<file path="src/rtl/rvc_asap_pkg.sv">
// ---------------------------------------------------------------------------
// rvc_asap_pkg
//   Shared types for the CR-memory port arbiter.
//   - t_cr_id  : identifies the requester that owns an access (core / aux).
//   - t_cr_req : one requester's access bundle {req, wr_en, addr, wr_data}.
//   - cr_pick  : selects the granted requester's bundle onto the CR port.
// ---------------------------------------------------------------------------
package rvc_asap_pkg;

    localparam int CR_ADDR_W = 32;
    localparam int CR_DATA_W = 32;

    typedef enum logic {
        CR_ID_CORE = 1'b0,
        CR_ID_AUX  = 1'b1
    } t_cr_id;

    typedef struct packed {
        logic                 req;
        logic                 wr_en;
        logic [CR_ADDR_W-1:0] addr;
        logic [CR_DATA_W-1:0] wr_data;
    } t_cr_req;

    // Grants are one-hot or zero. With no grant the CR port is driven to all
    // zeros, so neither enable can fire and address/data stay quiet.
    function automatic t_cr_req cr_pick(input logic    gnt_core,
                                        input logic    gnt_aux,
                                        input t_cr_req core,
                                        input t_cr_req aux);
        t_cr_req r;
        r = '0;
        if (gnt_core) begin
            r = core;
        end else if (gnt_aux) begin
            r = aux;
        end
        return r;
    endfunction

endpackage

</file>
<file path="src/rtl/rvc_asap_cr_arb_starve.sv">
// ---------------------------------------------------------------------------
// rvc_asap_cr_arb_starve
//   Starvation counter and aux-win decision for a two-port arbiter where the
//   core has priority. After STARVE_LIMIT consecutive core grants with aux
//   waiting, aux wins the next contended cycle.
// Ports
//   clk_i, rst_ni   clock, asynchronous active-low reset
//   core_req_i      core is requesting this cycle
//   aux_req_i       aux is requesting this cycle
//   aux_win_o       aux owns the port this cycle (combinational)
//   starve_cnt_o    current count of core grants while aux waited
// ---------------------------------------------------------------------------
module rvc_asap_cr_arb_starve #(
    parameter int STARVE_LIMIT = 4
) (
    input  logic       clk_i,
    input  logic       rst_ni,
    input  logic       core_req_i,
    input  logic       aux_req_i,
    output logic       aux_win_o,
    output logic [3:0] starve_cnt_o
);

    localparam logic [3:0] LIMIT = 4'(STARVE_LIMIT);

    logic [3:0] cnt_q;
    logic [3:0] cnt_d;

    // Aux wins when uncontended, or when it has waited out the limit.
    assign aux_win_o = aux_req_i & (~core_req_i | (cnt_q == LIMIT));

    // The count only advances while aux is waiting, which implies the core
    // was granted. An aux grant or an aux withdrawal resets it. Reaching
    // LIMIT forces an aux win, so the guard only keeps the counter bounded.
    always_comb begin
        cnt_d = cnt_q;
        if (!aux_req_i || aux_win_o) begin
            cnt_d = '0;
        end else if (cnt_q < LIMIT) begin
            cnt_d = cnt_q + 4'd1;
        end
    end

    always_ff @(posedge clk_i or negedge rst_ni) begin
        if (!rst_ni) begin
            cnt_q <= '0;
        end else begin
            cnt_q <= cnt_d;
        end
    end

    assign starve_cnt_o = cnt_q;

endmodule

</file>
<file path="src/rtl/rvc_asap_5pl_cr_arb.sv">
// ---------------------------------------------------------------------------
// rvc_asap_5pl_cr_arb
//   Shares the single CR-memory access port between the core memory stage
//   (port 0) and an auxiliary master (port 1). One access is issued per
//   cycle; read data returns to the issuer one cycle later; the core is
//   stalled in any cycle it requests but is not granted.
//
// Handshake: a requester raises *_req_i and holds wr_en/addr/wr_data stable
//   until it sees *_gnt_o high. Grant is combinational and the access is
//   issued on the CR port in the same cycle. Reads return *_rd_valid_o for
//   exactly one cycle, one cycle after the grant; writes return nothing.
//
// Ports
//   clk_i, rst_ni                  clock, asynchronous active-low reset
//   core_req_i/_wr_en_i/_addr_i/_wr_data_i   core access request
//   core_gnt_o, core_stall_o       core grant / pipeline freeze
//   core_rd_valid_o, core_rd_data_o          core load return
//   aux_req_i/_wr_en_i/_addr_i/_wr_data_i    aux access request
//   aux_gnt_o                      aux grant
//   aux_rd_valid_o, aux_rd_data_o  aux read return
//   cr_addr_o, cr_wr_data_o, cr_wr_en_o, cr_rd_en_o   to CR memory
//   cr_rd_data_i                   CR memory registered read data
//   dbg_starve_cnt_o               starvation counter, for observation
// ---------------------------------------------------------------------------
module rvc_asap_5pl_cr_arb
    import rvc_asap_pkg::*;
#(
    parameter int STARVE_LIMIT = 4,
    parameter int ADDR_W       = 32,
    parameter int DATA_W       = 32
) (
    input  logic              clk_i,
    input  logic              rst_ni,

    input  logic              core_req_i,
    input  logic              core_wr_en_i,
    input  logic [ADDR_W-1:0] core_addr_i,
    input  logic [DATA_W-1:0] core_wr_data_i,
    output logic              core_gnt_o,
    output logic              core_stall_o,
    output logic              core_rd_valid_o,
    output logic [DATA_W-1:0] core_rd_data_o,

    input  logic              aux_req_i,
    input  logic              aux_wr_en_i,
    input  logic [ADDR_W-1:0] aux_addr_i,
    input  logic [DATA_W-1:0] aux_wr_data_i,
    output logic              aux_gnt_o,
    output logic              aux_rd_valid_o,
    output logic [DATA_W-1:0] aux_rd_data_o,

    output logic [ADDR_W-1:0] cr_addr_o,
    output logic [DATA_W-1:0] cr_wr_data_o,
    output logic              cr_wr_en_o,
    output logic              cr_rd_en_o,
    input  logic [DATA_W-1:0] cr_rd_data_i,

    output logic [3:0]        dbg_starve_cnt_o
);

    logic    aux_win;
    logic    core_gnt;
    logic    aux_gnt;
    t_cr_req core_r;
    t_cr_req aux_r;
    t_cr_req sel_r;

    logic    rd_pend_q;
    logic    rd_pend_d;
    t_cr_id  rd_id_q;
    t_cr_id  rd_id_d;

    // ---------------- arbitration ----------------
    rvc_asap_cr_arb_starve #(
        .STARVE_LIMIT (STARVE_LIMIT)
    ) u_starve (
        .clk_i        (clk_i),
        .rst_ni       (rst_ni),
        .core_req_i   (core_req_i),
        .aux_req_i    (aux_req_i),
        .aux_win_o    (aux_win),
        .starve_cnt_o (dbg_starve_cnt_o)
    );

    assign aux_gnt  = aux_win;
    assign core_gnt = core_req_i & ~aux_win;

    assign core_gnt_o   = core_gnt;
    assign aux_gnt_o    = aux_gnt;
    assign core_stall_o = core_req_i & ~core_gnt;

    // ---------------- CR port mux ----------------
    always_comb begin
        core_r.req     = core_req_i;
        core_r.wr_en   = core_wr_en_i;
        core_r.addr    = CR_ADDR_W'(core_addr_i);
        core_r.wr_data = CR_DATA_W'(core_wr_data_i);
        aux_r.req      = aux_req_i;
        aux_r.wr_en    = aux_wr_en_i;
        aux_r.addr     = CR_ADDR_W'(aux_addr_i);
        aux_r.wr_data  = CR_DATA_W'(aux_wr_data_i);
    end

    assign sel_r = cr_pick(core_gnt, aux_gnt, core_r, aux_r);

    // sel_r.req is high only when a grant exists, so it gates both enables.
    assign cr_addr_o    = ADDR_W'(sel_r.addr);
    assign cr_wr_data_o = DATA_W'(sel_r.wr_data);
    assign cr_wr_en_o   = sel_r.req & sel_r.wr_en;
    assign cr_rd_en_o   = sel_r.req & ~sel_r.wr_en;

    // ---------------- read return ----------------
    // Track who issued this cycle's read; the memory's registered data lands
    // next cycle and is steered by the recorded id. Loaded every cycle, so
    // back-to-back reads from either port need no bubbles.
    assign rd_pend_d = cr_rd_en_o;
    assign rd_id_d   = aux_gnt ? CR_ID_AUX : CR_ID_CORE;

    always_ff @(posedge clk_i or negedge rst_ni) begin
        if (!rst_ni) begin
            rd_pend_q <= 1'b0;
            rd_id_q   <= CR_ID_CORE;
        end else begin
            rd_pend_q <= rd_pend_d;
            rd_id_q   <= rd_id_d;
        end
    end

    assign core_rd_valid_o = rd_pend_q & (rd_id_q == CR_ID_CORE);
    assign aux_rd_valid_o  = rd_pend_q & (rd_id_q == CR_ID_AUX);
    assign core_rd_data_o  = cr_rd_data_i;
    assign aux_rd_data_o   = cr_rd_data_i;

endmodule

</file>
<file path="config.mk">
export PLATFORM = sky130hd
export DESIGN_NAME = rvc_asap_5pl_cr_arb
export DESIGN_NICKNAME = d
export VERILOG_FILES = /design/src/rtl/rvc_asap_pkg.sv /design/src/rtl/rvc_asap_cr_arb_starve.sv /design/src/rtl/rvc_asap_5pl_cr_arb.sv
export SDC_FILE = /design/constraint.sdc
export NUM_CORES = 1
export LEC_CHECK = 0
export BUFFER_PORTS_ARGS = -buffer_cell sky130_fd_sc_hd__buf_2
export CORE_AREA = 3 3 116 118
export CTS_BUF_LIST = sky130_fd_sc_hd__clkbuf_2 sky130_fd_sc_hd__clkbuf_4 sky130_fd_sc_hd__clkbuf_8
export DETAILED_ROUTE_END_ITERATION = 8
export DIE_AREA = 0 0 119 121
export PLACE_DENSITY_LB_ADDON = 0.08
export REMOVE_ABC_BUFFERS = 1
export SLEW_MARGIN = 15
export SYNTH_ARGS = -nofsm -noshare
export SYNTH_HDL_FRONTEND = slang
export SYNTH_SLANG_ARGS = --single-unit
</file>
<file path="constraint.sdc">
create_clock -name clk_i -period 4.41 [get_ports clk_i]
set_input_delay 0.6615 -clock clk_i [delete_from_list [all_inputs] [get_ports clk_i]]
set_output_delay 0.6615 -clock clk_i [all_outputs]
set_load 0.005 [all_outputs]
</file>
==> impl_metrics.tcl, run 1 <==
set metrics [dict create \
    drc 0 \
    placed_area_um2 2603 \
    wl_um 11390 \
    min_period_ns 3.260 \
    yosys_warnings 0 \
    met2_length_um 4518 \
    wl_met3_um 2022 \
    via_count 2643 \
    grt_pass1_vias 2597 \
    holdWs_ns 0.2628 \
    clk_latency_ns 0.22 \
    fp.dieH_um 121 \
    final_common_cell "buf_2" \
    cts_max_path_buffers 2 \
    maxSlewHeadroom 0.2655 \
    antenna_found_initial 1 \
    max_cap_viol_count 0 \
    p_per_area_nw_per_um2 142.4 \
    dp_hpwl_um 9012 \
    synth_top_area_share 0.2553 \
    grt_first_pass_wirelength_um 15960 \
    io_buffers 208 \
    cts_tree "done" \
    highest_layer "met5" \
    postCtsHoldBufs 0 \
    rows 41 \
    routabilityCongestion 0.7639 \
    leakage_nw 1.479 \
    syn_area_um2 1956 \
    status "completed" \
    die_w_um 119 \
    design_area_um2 2644 \
    hold_class "in -> async" \
    drive_gt1_frac 0.5135 \
    grt_start_max_net_pins 68 \
    wl_met1_um 4672 \
    instances_no_fill 616 \
    cts_buffers 3 \
    startpoint_type "input pin" \
    p_total_mw 0.3765 \
    worstMarginPinSlew_ns 1.099 \
    overflow 0 \
    yosysSeqAreaShare 0.07678 \
    worstSetupPathType "in -> out" \
    area_growth_pct 35.19 \
    cts_root_buf "clkbuf_8" \
    cp_max_fo 36 \
    fin_setup_tns_ns 0 \
    antennaDiodeCount 0 \
    postRouteAntennaNets 0 \
    ctsResizeCount 0 \
    yosys.area.top_type "nand2_1" \
    fin_crit_sh 0.7392 \
    start_util 0.1556 \
    rsz0062_at_grt "no" \
    critPathArrivalTime_ns 2.60 \
    synthCells 323 \
    grt_usage 0.1440 \
    slew_viol_final 0 \
    skew_ns 0.0006869 \
    cts_max_level 1 \
    required_ns 3.75 \
    cts_sinks 6 \
    synth.area.top_cells "nand2_1, buf_4, o22ai_1" \
    clock.fmax_mhz 306.8 \
    drt-initial-drc-count 109 \
    wl_per_cell_um 18.49 \
    vdd_drop_max_mv 0.05164 \
    fin_nets 614 \
    avgSynthCellArea_um2 6.055 \
    mostFrequentLayoutCells "buf_2, nand2_1, o22ai_1, o22ai_2, dfrtp_1" \
    core_area_um2 12570 \
    die-area_um2 14400 \
    post_cts_buffers 0 \
    netlist-cell-type-count 23 \
    hold_viol 0 \
    dp_cells 613 \
    end_kind "primary output" \
    setup_viol 0 \
    io_pins 305 \
    synth-seq-cells 6 \
    dr.pass1.iters 4 \
    vias_per_cell 4.291 \
    clk_pin_slew_ns 0.03 \
]
[cell type report]
cell class,instances,area (µm²)
inverter,4,15.01
multi-input combinational,219,1139
sequential,6,150.1
tap,172,215.2
timing repair buffer,212,1084
clock buffer,3,41.29
fill,1492,9925
[worst paths after layout]
check                                              start                       end  slack, ns  cells past startpoint
worst max-delay path                          core_req_i          cr_wr_data_o[29]       1.15                      5
worst min-delay path                              rst_ni  u_starve.starve_cnt_o[2]       0.26                      1
worst max register to register  u_starve.starve_cnt_o[0]                 rd_pend_q       2.33                      5
worst min register to register  u_starve.starve_cnt_o[0]  u_starve.starve_cnt_o[0]       0.60                      2
max in group asynchronous                         rst_ni                   rd_id_q       4.00                      1
min in group clk_i              u_starve.starve_cnt_o[0]  u_starve.starve_cnt_o[0]       0.60                      2
[kinds of logic (layout without fill, tap and decap cells)]
logic type	after synthesis	in the layout	synth area share
AND/OR/NAND/NOR	144	144	0.2930
buffers and inverters	98	219	0.3487
AO/OA/AOI/OAI	73	73	0.2687
flip-flops	6	6	0.07677
adder cells (fa/ha/maj)	2	2	0.01279
[cell usage after synthesis]
library cell / number
o21ai_2: 1
a21oi_1: 2
o22ai_1: 55
buf_6: 7
nor2b_1: 3
and2_1: 3
dfrtp_1: 6
buf_1: 1
inv_1: 4
o22ai_2: 10
buf_2: 11
a21boi_2: 1
nor2_1: 2
buf_4: 66
a2bb2oi_1: 1
o31ai_1: 1
nand4b_2: 1
ha_1: 2
clkbuf_1: 9
nand2_1: 133
o21ai_0: 2
nand3b_1: 1
and3_1: 1
[registers in the layout, indices dropped and copies added, names as in the netlist]
register	flops
u_starve.starve_cnt_o	4
rd_pend_q	1
rd_id_q	1
[metrics by stage]
step | util | worst slack (ns)
6_report | 0.2104 | 1.150
2_1_floorplan | - | 1.237
3_5_place_dp | 0.2071 | 1.070
5_1_grt | 0.2104 | 0.9690
4_1_cts | 0.2104 | 1.075
3_3_place_gp | 0.2071 | 1.096
[report_power, final]
group	leakage [nW]	internal, mW	switching (mW)
logic	1.38	0.118	0.121
clock network	0.0216	0.0583	0.0203
registers	0.0801	0.0574	0.00135
[layer usage]
| layer | up-vias | global-route usage |
|---|---|---|
| li1 | 1259 | - |
| met1 | 1159 | 0.1768 |
| met2 | 211 | 0.1929 |
| met3 | 10 | 0.1207 |
| met4 | 4 | 0.01376 |
| met5 | - | 0.05515 |
[worst max-delay path, stage by stage]
cell and delay (ns):
buf_2 0.22, o21ai_4 0.86, buf_4 0.51, o22ai_1 0.15, buf_2 0.15
Power figures use the tool's default switching activity.
==> run 2, diff against run 1 <==
--- a/config.mk
+++ b/config.mk
@@ -6,10 +6,10 @@
 export NUM_CORES = 1
 export LEC_CHECK = 0
 export BUFFER_PORTS_ARGS = -buffer_cell sky130_fd_sc_hd__buf_2
-export CORE_AREA = 3 3 116 118
+export CORE_AREA = 3 3 119 121
 export CTS_BUF_LIST = sky130_fd_sc_hd__clkbuf_2 sky130_fd_sc_hd__clkbuf_4 sky130_fd_sc_hd__clkbuf_8
 export DETAILED_ROUTE_END_ITERATION = 8
-export DIE_AREA = 0 0 119 121
+export DIE_AREA = 0 0 122 124
 export PLACE_DENSITY_LB_ADDON = 0.08
 export REMOVE_ABC_BUFFERS = 1
 export SLEW_MARGIN = 15
==> constraint.sdc (replaced) <==
create_clock -name clk_i -period 2.9 [get_ports clk_i]
set_input_delay 0.435 -clock clk_i [delete_from_list [all_inputs] [get_ports clk_i]]
set_output_delay 0.435 -clock clk_i [all_outputs]
set_load 0.005 [all_outputs]
==> run 2 against run 1 <==
Against the previous run:
- power rose by 55%
- sequential power rose by 52%
- sequential share of layout area fell by 0.085 points
- critical endpoint is now cr_wr_data_o[17]
- flip-flop and latch count did not move
- largest cell class unchanged
- critical path type is now reg -> out
- highest routed layer unchanged
- non-clock buffer count rose by 3
- combinational power rose by 54%
==> impl_metrics.tcl, run 2 (synthesis gave the netlist of run 1 again) <==
set metrics [dict create \
    end_kind "primary output" \
    preCtsSetupSlack_ns 0.7021 \
    required_ns 2.47 \
    cts_max_path_buffers 2 \
    slowest_delay_ns 0.38 \
    antennaDiodeCount 0 \
    startpoint_type "register" \
    wl_per_cell_um 18.15 \
    postCtsHoldBufs 0 \
    fin_setup_tns_ns 0 \
    status "completed" \
    seq_area_um2 150.1 \
    placed_area_um2 2643 \
    leakage_nw 1.499 \
    worst-path-buf-inv 3 \
    rows 42 \
    overflow 0 \
    die_w_um 122 \
    postRouteAntennaNets 0 \
    fin_crit_sh 0.8306 \
    final_util 0.2035 \
    io_pins 305 \
    clk_latency_ns 0.22 \
    worstSetupPathType "reg -> out" \
    area_growth_pct 37.24 \
    vdd_drop_max_mv 0.07492 \
    ctsResizeCount 0 \
    maxSlewHeadroom 0.6069 \
    cts_max_level 1 \
    start_util 0.1483 \
    vias_per_cell 4.242 \
    dr.pass1.iters 4 \
    final_common_cell "buf_2" \
    clock.fmax_mhz 415.1 \
    cts_root_buf "clkbuf_8" \
    cts_sinks 6 \
    grt_usage 0.1362 \
    drive_gt1_frac 0.5168 \
    hold_viol 0 \
    nFillCells 1540 \
    hold_class "in -> async" \
    dp_hpwl_um 9171 \
    p_per_area_nw_per_um2 217.7 \
    critPathArrivalTime_ns 1.97 \
    io_buffers 208 \
    slew_viol_final 0 \
    crit_cells 7 \
    fp.dieH_um 124 \
    cts_tree "done" \
    core_area_um2 13190 \
    grt_start_max_net_pins 66 \
    min_period_ns 2.409 \
    via_count 2643 \
    drt-initial-drc-count 104 \
    rsz0062_at_grt "no" \
    drc 0 \
    grt_first_pass_wirelength_um 15640 \
    fin_nets 617 \
    cts_buffers 3 \
    routabilityCongestion 0.7172 \
    cp_max_fo 20 \
    largest_reg_flops 4 \
    post_cts_buffers 0 \
    skew_ns 0.003790 \
    crit_path_top_delay_cell "dfrtp_1" \
    die-area_um2 15130 \
    worstMarginPinSlew_ns 0.5897 \
    fin_ws_ns 0.4912 \
    mostFrequentLayoutCells "buf_2, nand2_1, o22ai_1, o22ai_2, dfrtp_1" \
    design_area_um2 2684 \
    path_cells "inv_1 -> ha_1 -> nor2b_1 -> a21boi_4 -> buf_4 -> o22ai_1 -> buf_2" \
    antenna_found_initial 1 \
    crit_family "buffers and inverters" \
    max_cap_viol_count 0 \
    multi_input_area_um2 1139 \
    clk_pin_slew_ns 0.04 \
    wl_um 11310 \
    rr_worst_depth 5 \
    setup_viol 0 \
    grt_pass1_vias 2553 \
]
run 2: changes by cell type in the layout (fill, tap and decap cells not counted):
cell / delta
buf_4: +2
buf_12: +1
run 2: metal layers:
layer	GRT usage	share of wire	wire, µm	vias to the layer above
met3	0.09582	0.15	1749	4
li1	-	-	-	1267
met1	0.1795	0.43	4870	1172
met4	0.004202	0.00027	3	4
met5	0.05556	0.0057	64	-
met2	0.1854	0.41	4619	196
run 2: area by class of cell:
class                           count  share of cell area
Sequential cell                     6             0.05594
Tap cell                          176             0.08205
Multi-Input combinational cell    219              0.4242
Clock buffer                        3             0.01538
Inverter                            4            0.005594
Timing Repair Buffer              215              0.4168
run 2: final timing paths:
check	endpoint	slack, ns	start
worst max-delay path	cr_wr_data_o[17]	0.49	u_starve.starve_cnt_o[0]
min in group clk_i	rd_pend_q	0.43	aux_wr_en_i
max in group asynchronous	u_starve.starve_cnt_o[1]	2.71	rst_ni
worst min register to register	u_starve.starve_cnt_o[0]	0.60	u_starve.starve_cnt_o[0]
worst min-delay path	rd_id_q	0.04	rst_ni
worst max register to register	rd_pend_q	1.43	u_starve.starve_cnt_o[0]
run 2: report_power, final:
part	leakage, nW	total (mW)	switching [mW]	internal (mW)
Combinational	1.40	0.367	0.184	0.183
Clock	0.0216	0.128	0.0381	0.0894
Sequential	0.0801	0.0894	0.00210	0.0873
run 2: stage by stage:
stage	power [mW]	hold slack, ns	cells
after floorplan	0.2309	0.1394	229
after global placement	0.4686	0.2837	620
after detailed placement	0.4639	0.2772	620
after CTS	0.5971	0.03733	623
after global routing	0.6442	0.04019	623
final	0.5841	0.03586	623
==> run 3, diff against run 2 <==
--- a/config.mk
+++ b/config.mk
@@ -5,11 +5,12 @@
 export SDC_FILE = /design/constraint.sdc
 export NUM_CORES = 1
 export LEC_CHECK = 0
+export ABC_AREA = 1
 export BUFFER_PORTS_ARGS = -buffer_cell sky130_fd_sc_hd__buf_2
-export CORE_AREA = 3 3 119 121
+export CORE_AREA = 3 3 118 120
 export CTS_BUF_LIST = sky130_fd_sc_hd__clkbuf_2 sky130_fd_sc_hd__clkbuf_4 sky130_fd_sc_hd__clkbuf_8
 export DETAILED_ROUTE_END_ITERATION = 8
-export DIE_AREA = 0 0 122 124
+export DIE_AREA = 0 0 121 123
 export PLACE_DENSITY_LB_ADDON = 0.08
 export REMOVE_ABC_BUFFERS = 1
 export SLEW_MARGIN = 15
==> constraint.sdc (replaced) <==
create_clock -name clk_i -period 2.1 [get_ports clk_i]
set_input_delay 0.315 -clock clk_i [delete_from_list [all_inputs] [get_ports clk_i]]
set_output_delay 0.315 -clock clk_i [all_outputs]
set_load 0.005 [all_outputs]
==> run 3 against run 2 <==
Against the previous run:
- largest power group unchanged
- critical path depth is 4 higher
- critical path type unchanged
- power is 28% higher
- synthesized area is 17% lower
- global-route usage is 2.3 points lower
==> impl_metrics.tcl, run 3 <==
set metrics [dict create \
    overflow 0 \
    cp_max_fo 8 \
    syn_area_um2 1615 \
    setup_viol 0 \
    synth_commonest_cells "nand2_1, buf_4, inv_1" \
    synth_flop_cell "dfrtp_1" \
    fin_nets 631 \
    yosys_warnings 0 \
    grt_usage 0.1135 \
    mostFrequentLayoutCells "buf_2, nand2_1, inv_1, dfrtp_1, buf_12" \
    cts_max_path_buffers 2 \
    drc 0 \
    synth_top_area_share 0.4648 \
    yosysSeqAreaShare 0.09295 \
    fp.dieH_um 123 \
    grt_pass1_vias 2214 \
    grt_start_max_net_pins 49 \
    avgSynthCellArea_um2 5.177 \
    via_count 2390 \
    die-area_um2 14880 \
    p_sw_frac 0.3482 \
    leakage_nw 1.761 \
    clock.fmax_mhz 496.0 \
    io_buffers 208 \
    fin_ws_ns 0.08368 \
    drive_gt1_frac 0.5163 \
    critPathArrivalTime_ns 1.70 \
    cts_max_level 1 \
    synth_edf_count 0 \
    synthArstFlopShare 1.000 \
    placed_area_um2 2382 \
    dp_hpwl_um 7972 \
    skew_ns 0.002050 \
    preCtsSetupSlack_ns 0.2453 \
    dr.pass1.iters 4 \
    design_area_um2 2668 \
    cts_sinks 6 \
    hold_viol 0 \
    final_common_cell "buf_2" \
    p_int_mw 0.4888 \
    hold_class "in -> reg" \
    clk_pin_slew_ns 0.03 \
    start_util 0.1234 \
    yosysMostFrequentCell "nand2_1" \
    status "completed" \
    largest_reg_flops 4 \
    cts_buffers 3 \
    maxSlewHeadroom 0.8146 \
    worstMarginPinSlew_ns 0.2780 \
    end_kind "primary output" \
    grt_first_pass_wirelength_um 12700 \
    max_cap_viol_count 0 \
    wl_um 10150 \
    netlist-cell-type-count 13 \
    postRouteAntennaNets 0 \
    startpoint_type "register" \
    slew_viol_final 0 \
    power_frac_clock 0.228 \
    p_seq_frac 0.166 \
    cts_tree "done" \
    required_ns 1.78 \
    clk_latency_ns 0.22 \
    p_sw_mw 0.2611 \
    fin_crit_sh 0.9602 \
    io_pins 305 \
    min_period_ns 2.016 \
    area_growth_pct 65.14 \
    cts_root_buf "clkbuf_8" \
    vias_per_cell 3.752 \
    combPwrFrac 0.607 \
    synth.area.top_cells "nand2_1, buf_4, dfrtp_1" \
    synthCells 312 \
    yosys.area.top_type "nand2_1" \
    rows 42 \
    vdd_drop_max_mv 0.1125 \
    antennaDiodeCount 0 \
    routabilityCongestion 0.7260 \
    wl_per_cell_um 15.94 \
    p_per_area_nw_per_um2 281.1 \
    rsz0062_at_grt "yes" \
    die_w_um 121 \
    drt-initial-drc-count 63 \
    antenna_found_initial 0 \
    core_area_um2 13090 \
    worstSetupPathType "reg -> out" \
    synth-seq-cells 6 \
    holdWs_ns 0.4525 \
]
## run 3: per-layer routing
| metal | vias to the layer above | part of all wire | track usage |
|---|---|---|---|
| li1 | 1160 | - | - |
| met4 | 4 | 0.0062 | 0.01346 |
| met5 | - | 0.013 | 0.08681 |
| met1 | 1021 | 0.39 | 0.1307 |
| met3 | 8 | 0.18 | 0.1043 |
| met2 | 197 | 0.42 | 0.1507 |
## run 3: final timing paths
kind	startpoint	to	slack (ns)	cells past startpoint
max in group asynchronous	rst_ni	u_starve.starve_cnt_o[0]	1.50	2
worst min-delay path	core_req_i	u_starve.starve_cnt_o[2]	0.45	3
min in group asynchronous	rst_ni	u_starve.starve_cnt_o[3]	0.46	2
worst max register to register	u_starve.starve_cnt_o[0]	rd_pend_q	0.57	11
worst min register to register	u_starve.starve_cnt_o[1]	u_starve.starve_cnt_o[1]	0.63	2
worst max-delay path	u_starve.starve_cnt_o[0]	cr_rd_en_o	0.08	11
## run 3: cells by family (layout without fill, tap and decap cells)
group,count (synthesis),in the layout,synth area share
AOI/OAI and AO/OA,5,5,0.01782
and+or+nand+nor,211,211,0.4942
DFF,6,6,0.09295
adders and majority gates,2,2,0.01549
buffers and inverters,88,237,0.3795
## run 3: timing repair
item | CTS | global route
endpoints found under the setup margin | 1 | 67
hold buffers | 1 | 0
setup buffers | 0 | 6
gates cloned | 0 | 4
endpoints found under the hold margin | 6 | 0
gates resized for setup | 1 | 22
pin swaps | 0 | 5
## run 3: stage by stage
step	setup TNS [ns]	total power, mW	utilization	instances
3_5_place_dp	0	0.5310	0.1821	623
6_report	0	0.7499	0.2039	637
3_3_place_gp	0	0.5376	0.1821	623
2_1_floorplan	-102.22	0.2694	-	234
5_1_grt	-0.09698	0.8236	0.2039	637
4_1_cts	0	0.7098	0.1863	627
## run 3: area by class of cell
cell class	instances	area, µm²
flip-flops and latches	6	150.1
well taps	176	220.2
repair buffers	224	1290
clock buffers	3	41.29
inverters	10	37.54
fillers	1535	10420
multi-input cells	218	928.4
## run 3: worst max-delay path, cell delays in order (launching register included)
cell     delay, ns
dfrtp_1       0.40
inv_2         0.09
ha_4          0.16
nand2_4       0.05
nor2_4        0.12
a21oi_4       0.07
buf_4         0.13
buf_6         0.13
nand2_4       0.06
nand2_4       0.04
nor2_2        0.11
buf_2         0.12
## run 3: power by group through the flow
stage / Combinational [mW] / Clock (mW) / Sequential, mW
final: 0.455 / 0.171 / 0.124
after global routing: 0.513 / 0.185 / 0.125
after CTS: 0.411 / 0.176 / 0.124
after detailed placement: 0.406 / 0 / 0.125
after global placement: 0.413 / 0 / 0.125
after floorplan: 0.145 / 0 / 0.125
